### src/rtl/recip_share_arbiter.sv
// recip_share_arbiter: round-robin sequencer sharing one multi-cycle reciprocal unit
// among NUM_REQ softmax row engines. One operation is in flight at a time.
// Optional build macro RECIP_ZERO_GUARD_EN: X <= 0 is answered locally with a
// saturated error result and never reaches the unit.

module recip_share_arbiter #(
  parameter int unsigned NUM_REQ = 4,
  parameter int unsigned DATA_W  = 24,
  parameter int unsigned TIMEOUT = 64
) (
  input  logic                      clk,
  input  logic                      rst_n,
  input  logic [NUM_REQ-1:0]        req_valid,
  input  logic [NUM_REQ*DATA_W-1:0] req_data,
  output logic [NUM_REQ-1:0]        req_ready,
  output logic [NUM_REQ-1:0]        rsp_valid,
  output logic [DATA_W-1:0]         rsp_data,
  output logic                      rsp_err,
  output logic [DATA_W-1:0]         ru_x_in,
  output logic                      ru_valid_in,
  input  logic [DATA_W-1:0]         ru_recip_out,
  input  logic                      ru_valid_out,
  output logic                      busy
);

  localparam int unsigned PTR_W = $clog2(NUM_REQ);
  localparam int unsigned CNT_W = $clog2(TIMEOUT);
  localparam logic [DATA_W-1:0] SAT_VAL = {1'b0, {(DATA_W-1){1'b1}}};

  typedef enum logic [1:0] {
    ST_IDLE  = 2'd0,
    ST_ISSUE = 2'd1,
    ST_WAIT  = 2'd2,
    ST_RESP  = 2'd3
  } state_e;

  state_e               state_q, state_d;
  logic [PTR_W-1:0]     rr_ptr_q, rr_ptr_d;
  logic [PTR_W-1:0]     owner_q, owner_d;
  logic [CNT_W-1:0]     cnt_q, cnt_d;
  logic [NUM_REQ-1:0]   rsp_valid_q, rsp_valid_d;
  logic [DATA_W-1:0]    rsp_data_q, rsp_data_d;
  logic                 rsp_err_q, rsp_err_d;
  logic [DATA_W-1:0]    ru_x_in_q, ru_x_in_d;
  logic                 ru_valid_in_q, ru_valid_in_d;
  logic                 busy_q, busy_d;

  logic                 grant_vld_c;
  logic [PTR_W-1:0]     grant_idx_c;
  logic [PTR_W-1:0]     scan_idx_c;
  logic [NUM_REQ-1:0]   grant_oh_c;
  logic [DATA_W-1:0]    grant_data_c;
  logic [PTR_W-1:0]     next_ptr_c;
  logic [NUM_REQ-1:0]   owner_oh_c;
  logic [CNT_W-1:0]     cnt_inc_c;

  // Rotating-priority grant: first valid requester at or above rr_ptr, modulo NUM_REQ
  always_comb begin
    grant_vld_c = 1'b0;
    grant_idx_c = '0;
    scan_idx_c  = '0;
    for (int k = int'(NUM_REQ) - 1; k >= 0; k--) begin
      scan_idx_c = PTR_W'((int'(rr_ptr_q) + k) % int'(NUM_REQ));
      if (req_valid[scan_idx_c]) begin
        grant_vld_c = 1'b1;
        grant_idx_c = scan_idx_c;
      end
    end
  end

  // Granted requester's data, one-hot grant and pointer advance past the winner
  always_comb begin
    grant_data_c = '0;
    for (int i = 0; i < int'(NUM_REQ); i++) begin
      if (grant_idx_c == PTR_W'(i)) begin
        grant_data_c = req_data[i*DATA_W +: DATA_W];
      end
    end
    grant_oh_c = NUM_REQ'(1) << grant_idx_c;
    owner_oh_c = NUM_REQ'(1) << owner_q;
    next_ptr_c = (grant_idx_c == PTR_W'(NUM_REQ - 1)) ? '0 : grant_idx_c + PTR_W'(1);
    cnt_inc_c  = cnt_q + CNT_W'(1);
  end

  // Accept is offered only while idle and out of reset
  always_comb begin
    req_ready = '0;
    if (rst_n && (state_q == ST_IDLE) && grant_vld_c) begin
      req_ready = grant_oh_c;
    end
  end

`ifdef RECIP_ZERO_GUARD_EN
  logic x_nonpos_c;

  // Non-positive sums have no meaningful reciprocal; flag them before issue
  always_comb begin
    x_nonpos_c = grant_data_c[DATA_W-1] | (grant_data_c == '0);
  end
`endif

  // Next-state and next-output computation for the sequencer
  always_comb begin
    state_d       = state_q;
    rr_ptr_d      = rr_ptr_q;
    owner_d       = owner_q;
    cnt_d         = cnt_q;
    rsp_valid_d   = '0;
    rsp_data_d    = rsp_data_q;
    rsp_err_d     = rsp_err_q;
    ru_x_in_d     = ru_x_in_q;
    ru_valid_in_d = 1'b0;

    case (state_q)
      ST_IDLE: begin
        if (grant_vld_c) begin
          owner_d  = grant_idx_c;
          rr_ptr_d = next_ptr_c;
`ifdef RECIP_ZERO_GUARD_EN
          if (x_nonpos_c) begin
            state_d     = ST_RESP;
            rsp_valid_d = grant_oh_c;
            rsp_data_d  = SAT_VAL;
            rsp_err_d   = 1'b1;
          end else begin
            state_d       = ST_ISSUE;
            ru_valid_in_d = 1'b1;
            ru_x_in_d     = grant_data_c;
          end
`else
          state_d       = ST_ISSUE;
          ru_valid_in_d = 1'b1;
          ru_x_in_d     = grant_data_c;
`endif
        end
      end
      ST_ISSUE: begin
        cnt_d   = '0;
        state_d = ST_WAIT;
      end
      ST_WAIT: begin
        // A real result in the timeout cycle takes priority over the abort
        if (ru_valid_out) begin
          state_d     = ST_RESP;
          rsp_valid_d = owner_oh_c;
          rsp_data_d  = ru_recip_out;
          rsp_err_d   = 1'b0;
        end else if (cnt_inc_c == CNT_W'(TIMEOUT - 1)) begin
          state_d     = ST_RESP;
          rsp_valid_d = owner_oh_c;
          rsp_data_d  = SAT_VAL;
          rsp_err_d   = 1'b1;
        end else begin
          cnt_d = cnt_inc_c;
        end
      end
      ST_RESP: begin
        state_d = ST_IDLE;
      end
      default: begin
        state_d = ST_IDLE;
      end
    endcase

    busy_d = (state_d != ST_IDLE);
  end

  // State and registered outputs; reset drops any in-flight operation
  always_ff @(posedge clk or negedge rst_n) begin
    if (!rst_n) begin
      state_q       <= ST_IDLE;
      rr_ptr_q      <= '0;
      owner_q       <= '0;
      cnt_q         <= '0;
      rsp_valid_q   <= '0;
      rsp_data_q    <= '0;
      rsp_err_q     <= 1'b0;
      ru_x_in_q     <= '0;
      ru_valid_in_q <= 1'b0;
      busy_q        <= 1'b0;
    end else begin
      state_q       <= state_d;
      rr_ptr_q      <= rr_ptr_d;
      owner_q       <= owner_d;
      cnt_q         <= cnt_d;
      rsp_valid_q   <= rsp_valid_d;
      rsp_data_q    <= rsp_data_d;
      rsp_err_q     <= rsp_err_d;
      ru_x_in_q     <= ru_x_in_d;
      ru_valid_in_q <= ru_valid_in_d;
      busy_q        <= busy_d;
    end
  end

  assign rsp_valid   = rsp_valid_q;
  assign rsp_data    = rsp_data_q;
  assign rsp_err     = rsp_err_q;
  assign ru_x_in     = ru_x_in_q;
  assign ru_valid_in = ru_valid_in_q;
  assign busy        = busy_q;

endmodule

### config.mk
export PLATFORM = sky130hd
export DESIGN_NAME = recip_share_arbiter
export DESIGN_NICKNAME = d
export VERILOG_FILES = /design/src/rtl/recip_share_arbiter.sv
export SDC_FILE = /design/constraint.sdc
export NUM_CORES = 1
export LEC_CHECK = 0
export ABC_AREA = 1
export BUFFER_PORTS_ARGS = -buffer_cell sky130_fd_sc_hd__clkbuf_2
export CORE_MARGIN = 2
export CORE_UTILIZATION = 40
export CTS_CLUSTER_DIAMETER = 120
export CTS_CLUSTER_SIZE = 20
export DETAILED_ROUTE_END_ITERATION = 10
export GPL_ROUTABILITY_DRIVEN = 0
export PLACE_DENSITY = 0.68
export RECOVER_POWER = 100
export SYNTH_ARGS = -nofsm -noshare
export SYNTH_HDL_FRONTEND = slang
export SYNTH_SLANG_ARGS = --single-unit
### constraint.sdc
create_clock -name clk -period 4.6 [get_ports clk]
set_clock_uncertainty 0.05 [all_clocks]
set_input_delay 0.23 -clock clk [delete_from_list [all_inputs] [get_ports clk]]
set_output_delay 0.23 -clock clk [all_outputs]
set_load 0.01 [all_outputs]
==> qor.yml, run 1 <==
outcome:
  violations: "max-capacitance violations, max-slew violations"
  outcome: "finished, violations left"
worst_setup_path:
  reg2regPathDepth: 13
  r2r_start: "rr_ptr_q[0]"
  crit_path_start_kind: "register"
  cp.arrival_ns: 3.48
  cp_max_fo: 25
  cp-end-kind: "output pin"
  crit_type: "register to output pin"
  r2r_slack_ns: 1.05
  rr_endpoint: "ru_x_in[4]"
  crit_required_ns: 4.32
clocking:
  cts_tree: "yes"
  clk_pin_slew_ns: 0.07
  clkSinkCount: 67
  cts_resized: 0
  clock_latency_ns: 0.34
  clockRootBuffer: "clkbuf_8"
  cts_hold_buf: 0
  cts_buffers: 9
  htree_num_levels: 3
  post-cts-setup-buffer-count: 0
  clockBufferDepth: 2
hold_path:
  hold_class: "primary input to register"
  whs_endpoint: "rsp_data[23]"
  hold_depth: 3
  hp-start: "ru_recip_out[23]"
power:
  p_sw_share_pct: 48.5
  power_density_nw_per_um2: 775
  p_comb_share_pct: 60.3
  power_switching_mw: 1.88
  power_frac_seq_pct: 26.5
  internal_power_mw: 2.00
  irDropWorstVdd_mv: 0.362
  leakage_nw: 2.59
  clkPwrFrac_pct: 13.2
final_layout:
  num-nets-final: 827
  layout_commonest_cell: "nand2_1"
  fillCellCount: 977
  drive_gt1_share_pct: 24.7
  syn2layout_area_growth_pct: 26.2
  layout_common_cells: "nand2_1 (162), clkbuf_2 (125), dfrtp_1 (67)"
  final_area_um2: 5000
  diodes: 0
logic_synthesis:
  syn_nets: 657
  synth-edff-count: 0
  ys_seq_area_share_pct: 42.3
  yosysUniqueCellTypes: 24
  ys_ff_latch: 67
  synthFlopType: "dfrtp_1"
  synth_cells: 521
  async_reset_ff_share_pct: 100
  synth_warnings: 0
  syn_area_um2: 3960
  postSynthAreaPerCell_um2: 7.61
timing:
  timing.final.crit_share_pct: 81.7
  fmax_mhz: 266
  relSlewSlack_pct: -140
  hold_violations: 0
  setup_viol: 0
  fin_tns_setup_ns: 0
  slew_viol_final: 68
  period_needed_ns: 3.76
  tightest_slew_ns: 3.60
  grt_setup_unrepaired: "false"
global_route:
  grt_pass1_wl_mm: 18.9
  antenna_found_initial: 0
  groute.usage.overall_pct: 21.4
  grt_max_degree: 68
  overflow: 0
  grt_pass1_vias: 3998
placement:
  numPortBuffers: 185
  placed_cell_area_um2: 4920
  dp_hpwl_mm: 8.17
die:
  dieArea_um2: 10700
  fp.dieH_um: 104
  initial_utilization_pct: 40.9
  core_um2: 9680
  io-pin-count: 186
  core.rowCount: 36
  die_x_um: 104
routing:
  drc_errors: 0
  totalWireLength_mm: 11.2
  route.vias.total: 4073
  post_drt_wl_per_cell_um: 13.5
  drtIter0Drc: 227
  drt_pre_antenna_iters: 4
  via_per_inst: 4.91
  ant_nets: 0
run:
  cap_violations: 1
-- layout make-up --
type	count	area (um2)	area share [%]
clock buffer	11	151	3.03
clock inverter	5	61.3	1.23
inverter	29	109	2.18
multi-input combinational	395	1960	39.2
sequential	67	1680	33.5
tap	133	166	3.33
timing repair buffer	189	877	17.5
-- per-layer routing --
metal | share of wire [%] | global-route usage, %
met1 | 43 | 26.8
met2 | 48 | 36.3
met3 | 6.7 | 4.22
met4 | 2.0 | 9.17
met5 | 0 | 0
-- registers in the layout, indices dropped and copies added (netlist names) --
| signal | cells |
|---|---|
| ru_x_in | 24 |
| owner_q | 2 |
| rsp_err | 1 |
| ru_valid_in | 1 |
| cnt_q | 6 |
| busy | 1 |
| state_q | 2 |
| rsp_data | 24 |
| rsp_valid | 4 |
| rr_ptr_q | 2 |
-- per-stage QoR --
| stage | cells | utilization, % | hold WS, ns | setup WS, ns | total power, mW |
|---|---|---|---|---|---|
| final | 829 | 51.7 | 0.0815 | 0.842 | 3.88 |
| after global routing | 829 | 51.7 | 0.0937 | 0.304 | 4.30 |
| after CTS | 829 | 53.0 | 0.0630 | 0.859 | 3.97 |
| after detailed placement | 813 | 50.8 | 0.410 | 1.14 | 3.44 |
| after global placement | 813 | 50.8 | 0.403 | 1.26 | 3.36 |
| after floorplan | 521 | - | -0.116 | 2.07 | 2.80 |
-- power by group through the flow --
stage	sequential (mW)	combinational (mW)	clock, mW
2_1_floorplan	1.11	1.69	0
3_3_place_gp	1.02	2.34	0
3_5_place_dp	1.04	2.41	0
4_1_cts	1.03	2.41	0.532
5_1_grt	1.06	2.68	0.556
6_report	1.03	2.34	0.512
-- kinds of logic (layout without fill, tap and decap cells) --
| kind of cell | after synthesis | count (layout) | synth area share (%) |
|---|---|---|---|
| fa+ha+maj | 9 | 9 | 2.84 |
| compound gates | 79 | 79 | 10.1 |
| buf+inv | 59 | 234 | 6.82 |
| simple gates | 282 | 282 | 31.4 |
| mux | 24 | 24 | 6.06 |
| flops | 67 | 67 | 42.3 |
| xor+xnor | 1 | 1 | 0.411 |
-- synth_stat cells, drive strengths merged (7+ instances only) --
cell type	number	area, um2
nand2	163	649
dfrtp	67	1680
a21oi	50	250
nand3	46	243
nor2	43	166
inv	29	109
o21ai	28	140
mux2i	24	240
or2	23	144
buf	21	128
clkbuf	9	33.8
ha	9	113
nand4	7	43.8
-- how the worst max path moves through the flow --
stage	startpoint	endpoint	cells after the start
final	rr_ptr_q[0]	req_ready[2]	11
after floorplan	rr_ptr_q[0]	ru_x_in[4]	15
after global routing	rst_n	ru_x_in[1]	2
after detailed placement	rr_ptr_q[0]	ru_x_in[4]	13
after global placement	rr_ptr_q[0]	ru_x_in[4]	13
after CTS	rr_ptr_q[0]	req_ready[2]	11
-- critical path: stages (launching register included) --
cell	delay, ns
dfrtp_1	0.48
inv_1	0.20
nand2_1	0.07
nand2_1	0.11
nand2_1	0.09
nand3_1	0.10
nor2_1	0.04
o21ai_0	0.38
ha_1	0.86
inv_2	0.41
nor2_1	0.21
clkbuf_1	0.17
(Power assumes the default switching activity.)
==> run 2: changes to the inputs <==
--- a/config.mk
+++ b/config.mk
@@ -13,7 +13,7 @@
 export CTS_CLUSTER_SIZE = 20
 export DETAILED_ROUTE_END_ITERATION = 10
 export GPL_ROUTABILITY_DRIVEN = 0
-export PLACE_DENSITY = 0.68
+export PLACE_DENSITY = 0.71
 export RECOVER_POWER = 100
 export SYNTH_ARGS = -nofsm -noshare
 export SYNTH_HDL_FRONTEND = slang
==> constraint.sdc (replaced) <==
create_clock -name clk -period 3.1 [get_ports clk]
set_clock_uncertainty 0.05 [all_clocks]
set_input_delay 0.155 -clock clk [delete_from_list [all_inputs] [get_ports clk]]
set_output_delay 0.155 -clock clk [all_outputs]
set_load 0.01 [all_outputs]
==> run 2 against run 1 <==
Effect of this change:
- the flow still finishes with violations (max-capacitance violations, max-slew violations)
- die area unchanged
- core utilization increased by 0.94 points
- hold slack got worse by 0.055 ns
- critical path depth increased by 1
- clock power increased by 63%
- largest power group unchanged
- via count decreased by 0.96%
- highest routed layer unchanged
- non-clock buffer count increased by 4
- worst setup slack got worse by 0.56 ns
- sequential share of layout area decreased by 0.60 points
- final cell count increased by 0.48%
- total power increased by 52%
- clock-buffer cell count unchanged
==> qor.yml, run 2 (synthesis results as in run 1) <==
worst_setup_path:
  crit_type: "register to output pin"
  crit_required_ns: 2.89
  r2r_start: "rr_ptr_q[0]"
  cp-end-kind: "output pin"
  startpoint: "rr_ptr_q[0]"
  r2r_slack_ns: 0.34
  crit_path_start_kind: "register"
  rr_endpoint: "ru_x_in[1]"
  reg2regPathDepth: 15
  cp_max_fo: 11
  cp.arrival_ns: 2.61
outcome:
  outcome: "finished, violations left"
  violations: "max-capacitance violations, max-slew violations"
global_route:
  overflow: 0
  grt_max_degree: 68
  antenna_found_initial: 0
  met3_usage_pct: 4.53
  grt_busiest_layer: "met2"
  use_met1_pct: 24.9
  groute.usage.overall_pct: 20.8
  use_met2_pct: 35.6
  grt_pass1_vias: 3960
  grt_pass1_wl_mm: 18.3
power:
  power_density_nw_per_um2: 1160
  irDropWorstVdd_mv: 0.512
  p_total_mw: 5.91
  leakage_nw: 2.64
run:
  cap_violations: 1
placement:
  dp_hpwl_mm: 8.32
  numPortBuffers: 185
  placed_cell_area_um2: 4970
routing:
  totalWireLength_mm: 11.1
  route.vias.total: 4034
  via_per_inst: 4.84
  drc_errors: 0
  post_drt_wl_per_cell_um: 13.3
  drt_pre_antenna_iters: 4
  ant_nets: 0
  drtIter0Drc: 135
die:
  fp.dieH_um: 104
  io-pin-count: 186
  core.rowCount: 36
  dieArea_um2: 10700
  core_um2: 9680
  die_x_um: 104
  initial_utilization_pct: 40.9
timing:
  tightest_slew_ns: 1.65
  slew_viol_final: 68
  whs_ns: 0.0267
  grt_setup_unrepaired: "false"
  fin_tns_setup_ns: 0
  relSlewSlack_pct: -10.1
  setup_viol: 0
  hold_violations: 0
  fmax_mhz: 355
  timing.final.crit_share_pct: 90.9
  period_needed_ns: 2.82
clocking:
  clk_pin_slew_ns: 0.07
  post-cts-setup-buffer-count: 0
  clock_latency_ns: 0.34
  clkSinkCount: 67
  cts_buffers: 9
  cts_hold_buf: 0
  cts_resized: 0
  clockRootBuffer: "clkbuf_8"
  clockBufferDepth: 2
  cts_tree: "yes"
  htree_num_levels: 3
hold_path:
  hp-start: "ru_recip_out[23]"
  whs_endpoint: "rsp_data[23]"
  hold_class: "primary input to register"
  hold_depth: 3
final_layout:
  diodes: 0
  syn2layout_area_growth_pct: 28.5
  layout_common_cells: "nand2_1 (160), clkbuf_2 (128), dfrtp_1 (67)"
  final_area_um2: 5090
  num-nets-final: 831
  layout_commonest_cell: "nand2_1"
  utilization_pct: 52.6
  drive_gt1_share_pct: 25.9
run 2: metal layers:
| layer | part of all wire (%) | wire length [um] |
|---|---|---|
| met3 | 6.7 | 742 |
| met5 | 0 | 0 |
| met2 | 48 | 5300 |
| met1 | 43 | 4730 |
| met4 | 2.9 | 317 |
run 2: critical path, cell delays in order (launching register included):
cell,delay [ns]
dfrtp_1,0.51
inv_1,0.17
nand2_1,0.12
nand2_1,0.09
o21ai_0,0.17
nand2_1,0.12
nand2_1,0.09
nand2_1,0.05
nand2_1,0.11
ha_1,0.49
inv_1,0.08
nor2_1,0.12
clkbuf_1,0.16
run 2: layout make-up:
type / count / area (um2)
fill: 993 / 4590
tap: 133 / 166
timing repair buffer: 193 / 920
multi-input combinational: 395 / 1990
inverter: 29 / 109
sequential: 67 / 1680
clock inverter: 5 / 83.8
clock buffer: 11 / 151
run 2: through the flow:
stage / instances / setup WS (ns)
after global routing: 833 / 0.0167
final: 833 / 0.281
after floorplan: 521 / 0.572
after CTS: 833 / 0.165
after detailed placement: 817 / 0.265
after global placement: 817 / 0.390
run 2: worst max-delay path by stage:
stage	to	depth (start not counted)
floorplan	ru_x_in[4]	15
global placement	ru_x_in[4]	11
detailed placement	ru_x_in[1]	15
CTS	req_ready[3]	11
global route	req_ready[3]	11
finish	req_ready[3]	12
run 2: power by group:
group / switching (mW) / internal [mW]
logic: 2.21 / 1.34
registers: 0.257 / 1.27
clock network: 0.338 / 0.499
==> run 3: changes to the inputs <==
--- a/config.mk
+++ b/config.mk
@@ -13,7 +13,7 @@
 export CTS_CLUSTER_SIZE = 20
 export DETAILED_ROUTE_END_ITERATION = 10
 export GPL_ROUTABILITY_DRIVEN = 0
-export PLACE_DENSITY = 0.71
+export PLACE_DENSITY = 0.73
 export RECOVER_POWER = 100
 export SYNTH_ARGS = -nofsm -noshare
 export SYNTH_HDL_FRONTEND = slang
==> run 3 against run 2 <==
Effect of this change:
- the run now ends clean
- clock power decreased by 15%
- worst setup slack better by 0.017 ns
- die area is the same
- sequential power is essentially flat
- global-route usage up 0.53 points
- non-clock buffer count up 2
- first-iteration DRC count rose by 73%
- clock-buffer cell count fell by 1
- via count up 2.5%
- hold slack about the same
- sequential cell count did not move
- largest power group unchanged
==> qor.yml, run 3 (synthesis results as in run 1) <==
timing:
  timing.final.crit_share_pct: 90.4
  slew_viol_final: 0
  tightest_slew_ns: 1.40
  period_needed_ns: 2.80
  grt_setup_unrepaired: "false"
  fmax_mhz: 357
  setup_ws_ns: 0.298
  relSlewSlack_pct: 6.54
  setup_viol: 0
  fin_tns_setup_ns: 0
  hold_violations: 0
outcome:
  outcome: "completed"
final_layout:
  final_area_um2: 5060
  syn2layout_area_growth_pct: 27.7
  num-nets-final: 833
  layout_commonest_cell: "nand2_1"
  layout_common_cells: "nand2_1 (159), clkbuf_2 (128), dfrtp_1 (67)"
  utilization_pct: 52.2
  diodes: 0
  drive_gt1_share_pct: 25.8
worst_setup_path:
  crit_path_start_kind: "register"
  cp_max_fo: 25
  cp_common_cell: "nand2_1"
  worstPathBufferInverterCount: 5
  cp.arrival_ns: 2.60
  cp-end-kind: "output pin"
  cp_top_family: "buffers and inverters"
  cp_slowest_cell: "dfrtp_1"
  crit_path_cell_trace: "inv_1 > nand2_1 > nand2_1 > nand2_1 > nand3_1 > nor2_1 > o21ai_0 > buf_4 > ha_1 > buf_6 > inv_1 > nor2_1 > clkbuf_1"
  crit_required_ns: 2.89
  crit_type: "register to output pin"
  critPathMaxStageDelay_ns: 0.49
clocking:
  clk_pin_slew_ns: 0.08
  cts_buffers: 9
  cts_tree: "yes"
  clockBufferDepth: 2
  htree_num_levels: 3
  clockRootBuffer: "clkbuf_8"
  post-cts-setup-buffer-count: 0
  clkSinkCount: 67
  clock_latency_ns: 0.34
routing:
  drc_errors: 0
  drt_pre_antenna_iters: 5
  drtIter0Drc: 233
  ant_nets: 0
  totalWireLength_mm: 11.5
  via_per_inst: 4.95
  route.vias.total: 4136
  post_drt_wl_per_cell_um: 13.7
hold_path:
  hold_class: "primary input to register"
die:
  core_um2: 9680
  dieArea_um2: 10700
  die_x_um: 104
  initial_utilization_pct: 40.9
  fp.dieH_um: 104
  core.rowCount: 36
  io-pin-count: 186
placement:
  placed_cell_area_um2: 4960
  numPortBuffers: 185
  dp_hpwl_mm: 8.63
  pre_cts_ws_ns: 0.445
power:
  irDropWorstVdd_mv: 0.850
  leakage_nw: 2.62
  power_density_nw_per_um2: 1150
run:
  cap_violations: 0
global_route:
  groute.usage.overall_pct: 21.3
  grt_pass1_wl_mm: 18.8
  overflow: 0
  antenna_found_initial: 0
  grt_max_degree: 52
  grt_pass1_vias: 4005
## run 3: layout make-up
type,count,area [um2]
Multi-Input combinational cell,395,1990
Fill cell,969,4620
Inverter,29,109
Clock inverter,6,66.3
Tap cell,133,166
Timing Repair Buffer,195,925
Sequential cell,67,1680
Clock buffer,10,128
## run 3: worst paths after layout
check	startpoint	end	slack (ns)	cells past startpoint
worst min-delay path	ru_recip_out[23]	rsp_data[23]	0.03	3
min in group asynchronous	rst_n	rsp_data[10]	0.16	2
worst min register to register	rsp_data[21]	rsp_data[21]	0.42	2
worst max register to register	rr_ptr_q[0]	ru_x_in[4]	0.37	17
max in group asynchronous	rst_n	state_q[0]	1.23	3
worst max-delay path	rr_ptr_q[0]	req_ready[3]	0.30	13
## run 3: through the flow
stage / hold slack [ns] / total power, mW / instances
2_1_floorplan: -0.191 / 4.15 / 521
3_3_place_gp: -0.0655 / 5.05 / 818
6_report: 0.0266 / 5.80 / 835
5_1_grt: 0.0415 / 6.42 / 835
3_5_place_dp: -0.0647 / 5.20 / 818
4_1_cts: 0.00662 / 5.94 / 835
## run 3: repair_timing
| action | in CTS | in global routing |
|---|---|---|
| hold endpoints to repair | 67 | 0 |
| hold buffers | 1 | 0 |
| endpoints found under the setup margin | 0 | 1 |
| resized for setup | 0 | 1 |
## run 3: report_power, final
group	switching (mW)	total (mW)	internal, mW
clock	0.344	0.715	0.371
sequential	0.260	1.53	1.27
combinational	2.24	3.56	1.32
total	2.84	5.80	2.96
## run 3: metal layers
metal | vias up | track usage [%] | routed length (um)
met3 | 29 | 3.52 | 771
met2 | 183 | 37.0 | 5650
met5 | - | 0 | 0
met1 | 1890 | 26.2 | 4730
li1 | 2034 | - | -
met4 | 0 | 9.36 | 320
## run 3: tightest hold or removal path, cell delays in order
cell and delay [ns]:
clkbuf_2 0.09, nand3_1 0.07, nand2_1 0.05
